===== src/rtl/range_burst_ctrl.sv =====
`default_nettype none
// ============================================================================
// Module   : range_burst_ctrl
// Purpose  : Frames a programmable-length burst of samples from a valid/ready
//            stream and sequences a min/max range-finder datapath. It pulses
//            go with the first sample and finish one cycle after the last.
//            It then holds the captured range behind a valid/ready result port.
// Ports    : clock, reset      - clock / synchronous active-high reset
//            start, cfg_len    - burst request and its length (sampled in IDLE)
//            in_data/in_valid/in_ready - sample stream
//            rf_data/rf_go/rf_finish/rf_range - datapath interface
//            res_range/res_valid/res_ready/res_partial - result port
//            busy, err_len     - status (err_len sticky until reset)
// Options  : RANGE_TIMEOUT_EN  - when defined, a burst that sees TIMEOUT idle
//            cycles in STREAM finishes early and flags res_partial.
// Revision : 1.0 - initial release
// ============================================================================
module range_burst_ctrl #(
    parameter int WIDTH   = 16,
    parameter int LEN_W   = 8,
    parameter int TIMEOUT = 255
) (
    input  logic             clock,
    input  logic             reset,
    input  logic             start,
    input  logic [LEN_W-1:0] cfg_len,
    input  logic [WIDTH-1:0] in_data,
    input  logic             in_valid,
    output logic             in_ready,
    output logic [WIDTH-1:0] rf_data,
    output logic             rf_go,
    output logic             rf_finish,
    input  logic [WIDTH-1:0] rf_range,
    output logic [WIDTH-1:0] res_range,
    output logic             res_valid,
    input  logic             res_ready,
    output logic             res_partial,
    output logic             busy,
    output logic             err_len
);

    typedef enum logic [2:0] {
        S_IDLE   = 3'd0,
        S_FIRST  = 3'd1,
        S_STREAM = 3'd2,
        S_FINISH = 3'd3,
        S_HOLD   = 3'd4
    } state_t;

    state_t             r_state;
    state_t             w_state_next;
    logic [LEN_W-1:0]   r_len;
    logic [LEN_W-1:0]   r_count;
    logic [LEN_W-1:0]   w_count_inc;
    logic [WIDTH-1:0]   r_data;
    logic [WIDTH-1:0]   r_res_range;
    logic               r_res_valid;
    logic               r_err_len;
    logic               w_accept;
    logic               w_hs;
    logic               w_timeout;

    // Acceptance depends only on state so the handshake never loops back
    // through the next-state logic.
    assign w_accept    = (r_state == S_FIRST) || (r_state == S_STREAM);
    assign w_hs        = in_valid && w_accept;
    assign w_count_inc = r_count + LEN_W'(1);

    assign in_ready  = w_accept;
    // Held sample keeps the datapath comparing a value it has already seen,
    // so idle gaps inside a burst cannot disturb min/max.
    assign rf_data   = w_hs ? in_data : r_data;
    assign res_range = r_res_range;
    assign res_valid = r_res_valid;
    assign busy      = (r_state != S_IDLE);
    assign err_len   = r_err_len;

`ifdef RANGE_TIMEOUT_EN
    localparam int C_IDLE_W = $clog2(TIMEOUT + 1);

    logic [C_IDLE_W-1:0] r_idle;
    logic                r_forced;
    logic                r_res_partial;

    // Fires on the TIMEOUT-th consecutive cycle without a handshake.
    assign w_timeout   = (r_state == S_STREAM) && !w_hs &&
                         (r_idle == C_IDLE_W'(TIMEOUT - 1));
    assign res_partial = r_res_partial;

    always_ff @(posedge clock) begin
        if (reset) begin
            r_idle        <= '0;
            r_forced      <= 1'b0;
            r_res_partial <= 1'b0;
        end else begin
            if ((r_state != S_STREAM) || w_hs) begin
                r_idle <= '0;
            end else begin
                r_idle <= r_idle + C_IDLE_W'(1);
            end

            if (w_timeout) begin
                r_forced <= 1'b1;
            end else if (r_state == S_FINISH) begin
                r_res_partial <= r_forced;
                r_forced      <= 1'b0;
            end else if ((r_state == S_HOLD) && res_ready) begin
                r_res_partial <= 1'b0;
            end
        end
    end
`else
    // Folds to 0; keeps TIMEOUT referenced when the feature is compiled out.
    localparam logic C_NO_PARTIAL = (TIMEOUT < 0);

    assign w_timeout   = 1'b0;
    assign res_partial = C_NO_PARTIAL;
`endif

    // Next-state and datapath strobes.
    always_comb begin
        w_state_next = r_state;
        rf_go        = 1'b0;
        rf_finish    = 1'b0;
        case (r_state)
            S_IDLE: begin
                if (start && (cfg_len != '0)) begin
                    w_state_next = S_FIRST;
                end
            end
            S_FIRST: begin
                rf_go = in_valid;
                if (in_valid) begin
                    w_state_next = (r_len == LEN_W'(1)) ? S_FINISH : S_STREAM;
                end
            end
            S_STREAM: begin
                if (in_valid && (w_count_inc == r_len)) begin
                    w_state_next = S_FINISH;
                end else if (w_timeout) begin
                    w_state_next = S_FINISH;
                end
            end
            S_FINISH: begin
                rf_finish    = 1'b1;
                w_state_next = S_HOLD;
            end
            S_HOLD: begin
                if (res_ready) begin
                    w_state_next = S_IDLE;
                end
            end
            default: begin
                w_state_next = S_IDLE;
            end
        endcase
    end

    always_ff @(posedge clock) begin
        if (reset) begin
            r_state     <= S_IDLE;
            r_len       <= '0;
            r_count     <= '0;
            r_data      <= '0;
            r_res_range <= '0;
            r_res_valid <= 1'b0;
            r_err_len   <= 1'b0;
        end else begin
            r_state <= w_state_next;

            if ((r_state == S_IDLE) && start) begin
                if (cfg_len == '0) begin
                    r_err_len <= 1'b1;
                end else begin
                    r_len   <= cfg_len;
                    r_count <= '0;
                end
            end

            if (w_hs) begin
                r_data  <= in_data;
                r_count <= w_count_inc;
            end

            if (r_state == S_FINISH) begin
                r_res_range <= rf_range;
                r_res_valid <= 1'b1;
            end else if ((r_state == S_HOLD) && res_ready) begin
                r_res_valid <= 1'b0;
            end
        end
    end

endmodule
`default_nettype wire


===== config.mk =====
export PLATFORM = sky130hd
export DESIGN_NAME = range_burst_ctrl
export DESIGN_NICKNAME = d
export VERILOG_FILES = /design/src/rtl/range_burst_ctrl.sv
export SDC_FILE = /design/constraint.sdc
export NUM_CORES = 1
export LEC_CHECK = 0
export ABC_AREA = 1
export CAP_MARGIN = 20
export CORE_ASPECT_RATIO = 0.5
export CORE_MARGIN = 5
export CORE_UTILIZATION = 49
export DETAILED_ROUTE_END_ITERATION = 12
export GPL_ROUTABILITY_DRIVEN = 0
export HOLD_SLACK_MARGIN = 0.05
export PLACE_DENSITY = 0.89
export SLEW_MARGIN = 10
export SYNTH_ARGS = -nofsm -noshare
export SYNTH_HDL_FRONTEND = slang
export SYNTH_SLANG_ARGS = --single-unit

===== constraint.sdc =====
create_clock -name clock -period 5.1 [get_ports clock]
set_input_delay 1.275 -clock clock [delete_from_list [all_inputs] [get_ports clock]]
set_output_delay 1.275 -clock clock [all_outputs]
set_load 0.01 [all_outputs]

==> results of run 1 <==
## through the flow
step,util,instances,instance area [µm²]
after detailed placement,0.676,489,3320
after global routing,0.698,496,3420
final,0.698,496,3420
after CTS,0.698,496,3420
after global placement,0.676,489,3320
after floorplan,-,347,2470
## Yosys cell counts
master / instances / area share
nand2_1: 42 / 0.064
nor3_2: 3 / 0.012
nor2_2: 4 / 0.010
buf_6: 3 / 0.014
buf_4: 2 / 0.0061
xnor2_1: 1 / 0.0035
nand2_2: 1 / 0.0025
a31oi_1: 1 / 0.0025
or2_2: 4 / 0.010
inv_2: 10 / 0.015
o21ai_0: 32 / 0.065
nor2_1: 65 / 0.099
nand3_1: 26 / 0.053
clkbuf_1: 4 / 0.0061
dfxtp_1: 53 / 0.43
a21oi_1: 20 / 0.040
nor4_1: 3 / 0.0076
o21ai_2: 12 / 0.042
ha_1: 1 / 0.0051
or2_1: 12 / 0.030
inv_4: 1 / 0.0025
nor2_8: 1 / 0.0081
inv_1: 40 / 0.061
o21bai_1: 1 / 0.0030
nand4_1: 1 / 0.0025
buf_2: 2 / 0.0040
buf_1: 1 / 0.0015
conb_1: 1 / 0.0015
## power breakdown
part	switching, W	internal, W
Combinational	0.000339	0.000324
Clock	0.000133	0.000143
Sequential	0.0000351	0.000488
## kinds of logic (layout without fill, tap and decap cells)
group	count (synthesis)	after routing
simple gates	162	162
compound gates	66	66
buf+inv	63	142
flops	53	53
fa+ha+maj	1	1
other cells	1	1
xor+xnor	1	1
## path summary, 6_finish.rpt
kind                      to  slack, ns  cells past startpoint
setup reg to reg  r_count[2]       3.30                     12
hold reg to reg      err_len       0.49                      2
setup / recovery  rf_data[2]       0.65                      7
hold / removal       err_len       0.49                      2
## critical path, stage by stage
cell,delay (ns)
clkdlybuf4s50_1,0.50
inv_1,0.11
nor2_8,0.30
inv_4,0.17
o21ai_0,0.26
inv_1,0.06
clkdlybuf4s50_1,0.47
## sequential cells by signal, indices dropped and copies added (netlist names)
name / flops
r_data: 16
res_range: 16
r_count: 8
r_len: 8
r_state: 3
err_len: 1
res_valid: 1
## layout by cell type (no fill, tap or decap), types with 2 or more instances in the layout
cell type / count
clkdlybuf4s50_1: 82
nor2_1: 65
dfxtp_1: 53
nand2_1: 42
inv_1: 40
o21ai_0: 32
nand3_1: 26
a21oi_1: 20
or2_1: 12
o21ai_2: 12
inv_2: 10
clkbuf_8: 5
nor2_2: 4
or2_2: 4
nor3_2: 3
nor4_1: 3
buf_4: 2
## per-layer routing
metal  vias to the layer above  global-route usage
met1                      1054               0.206
li1                       1255                   -
met2                        78               0.322
met4                         0              0.0649
met3                        11              0.0718
met5                         -                   0
## area by class of cell
class / count / area, µm²
fill: 421 / 1490
multi-input combinational: 231 / 1140
sequential: 53 / 1060
timing repair buffer: 84 / 836
inverter: 51 / 194
tap: 70 / 87.6
clock buffer: 5 / 68.8
clock inverter: 2 / 35.0
==> impl_metrics.yaml, run 1 <==
layout:
  antenna_cells: 0
  drive_gt1_frac: 0.106
  syn2layout_area_growth_pct: 38.4
  fin_nets: 472
routing:
  drt_iter0_drc: 81
  dr.max_layer_used: "met4"
  wl_met3_um: 559
  vias: 2398
  wl_per_cell_um: 12.2
  vias_per_cell: 4.83
  met1_length_mm: 2.55
  first_pass_iters: 4
  drcViolationCount: 0
  wirelength_mm: 6.04
  detail-route-antenna-nets: 0
  wl_met2_mm: 2.85
synthesis:
  synthMuxAreaShare: 0
  synthCells: 347
  ys_seq_area_frac: 0.429
  synthSimpleGateAreaFrac: 0.298
  yosysWarnings: 0
  syn_area_um2: 2470
  synth.net_count: 393
  synth_xor_area_frac: 0.00354
  synth-compound-area-share: 0.153
  synthAdderAreaFrac: 0.00506
  syn_avg_cell_area_um2: 7.13
  synth_top_family_by_area: "simple AND/OR/NAND/NOR gates"
  synth_cell_types: 28
  ys_ff_latch: 53
place:
  place_hpwl_mm: 4.51
  port_buffers: 82
  dpl_worst_slack_ns: 0.654
pwr:
  p_total_w: 0.00146
  ir_drop_mv: 0.207
  p_per_area_nw_per_um2: 427
  p_leak_nw: 1.49
cts:
  clk_pin_slew_worst_paths_ns: 0.09
  cts_resized: 0
  cts_inserted_buffers: 5
  clk_latency_ns: 0.31
  cts_hold_buf: 0
  cts_sinks: 53
  cts_root_buf: "clkbuf_8"
  postCtsSetupBuffers: 0
  htreeDepth: 2
  clock_path_buffers: 2
  cts_tree: "yes"
timing:
  setup-tns-final_ns: 0
  period_minus_slack_ns: 4.45
  holdWs_ns: 0.487
  rsz0062_at_grt: "no"
  finalCritPeriodShare: 0.873
  worstMarginPinSlew_ns: 0.612
  finalHoldViolCount: 0
  setup_viol: 0
  max_freq_mhz: 225
  drv_slew: 0
  worst_clock_skew_ns: 0.00595
  slew_headroom: 0.592
  fin_ws_ns: 0.646
grt:
  grt_overflow: 0
  grt_max_degree: 30
  grtUsageTotal: 0.182
  first_global_vias: 2260
  grt_first_pass_wirelength_mm: 9.92
  antenna_found_initial: 0
floorplan:
  die_area_um2: 6660
  start_util: 0.504
  die_w_um: 111
  row_count: 18
  die_h_um: 60.3
  pin_count: 84
  coreArea_um2: 4910
critical_path:
  crit_arrival_ns: 3.18
  worstPathMaxFanout: 25
  cp.required_ns: 3.83
  path_class: "in2out"
  crit_path_end_kind: "output port"
  startpoint: "in_valid"
  rr_startpoint: "r_state[2]"
  start_kind: "input pin"
worst_hold_path:
  hold_start: "err_len"
  hold_class: "reg2reg"
flow_run:
  maxCapViolations: 0
run_status:
  status: "finished, final reports clean"
Note: power is estimated with default switching activity, not from simulation.
==> run 2: changes to the inputs <==
--- a/config.mk
+++ b/config.mk
@@ -10,11 +10,11 @@
 export CORE_ASPECT_RATIO = 0.5
 export CORE_MARGIN = 5
 export CORE_UTILIZATION = 49
+export CTS_BUF_LIST = sky130_fd_sc_hd__clkbuf_8 sky130_fd_sc_hd__clkbuf_16
 export DETAILED_ROUTE_END_ITERATION = 12
 export GPL_ROUTABILITY_DRIVEN = 0
 export HOLD_SLACK_MARGIN = 0.05
 export PLACE_DENSITY = 0.89
-export SLEW_MARGIN = 10
 export SYNTH_ARGS = -nofsm -noshare
 export SYNTH_HDL_FRONTEND = slang
 export SYNTH_SLANG_ARGS = --single-unit
==> results of run 2 <==
Final layout, timing and power as in run 1 (identical DEF).
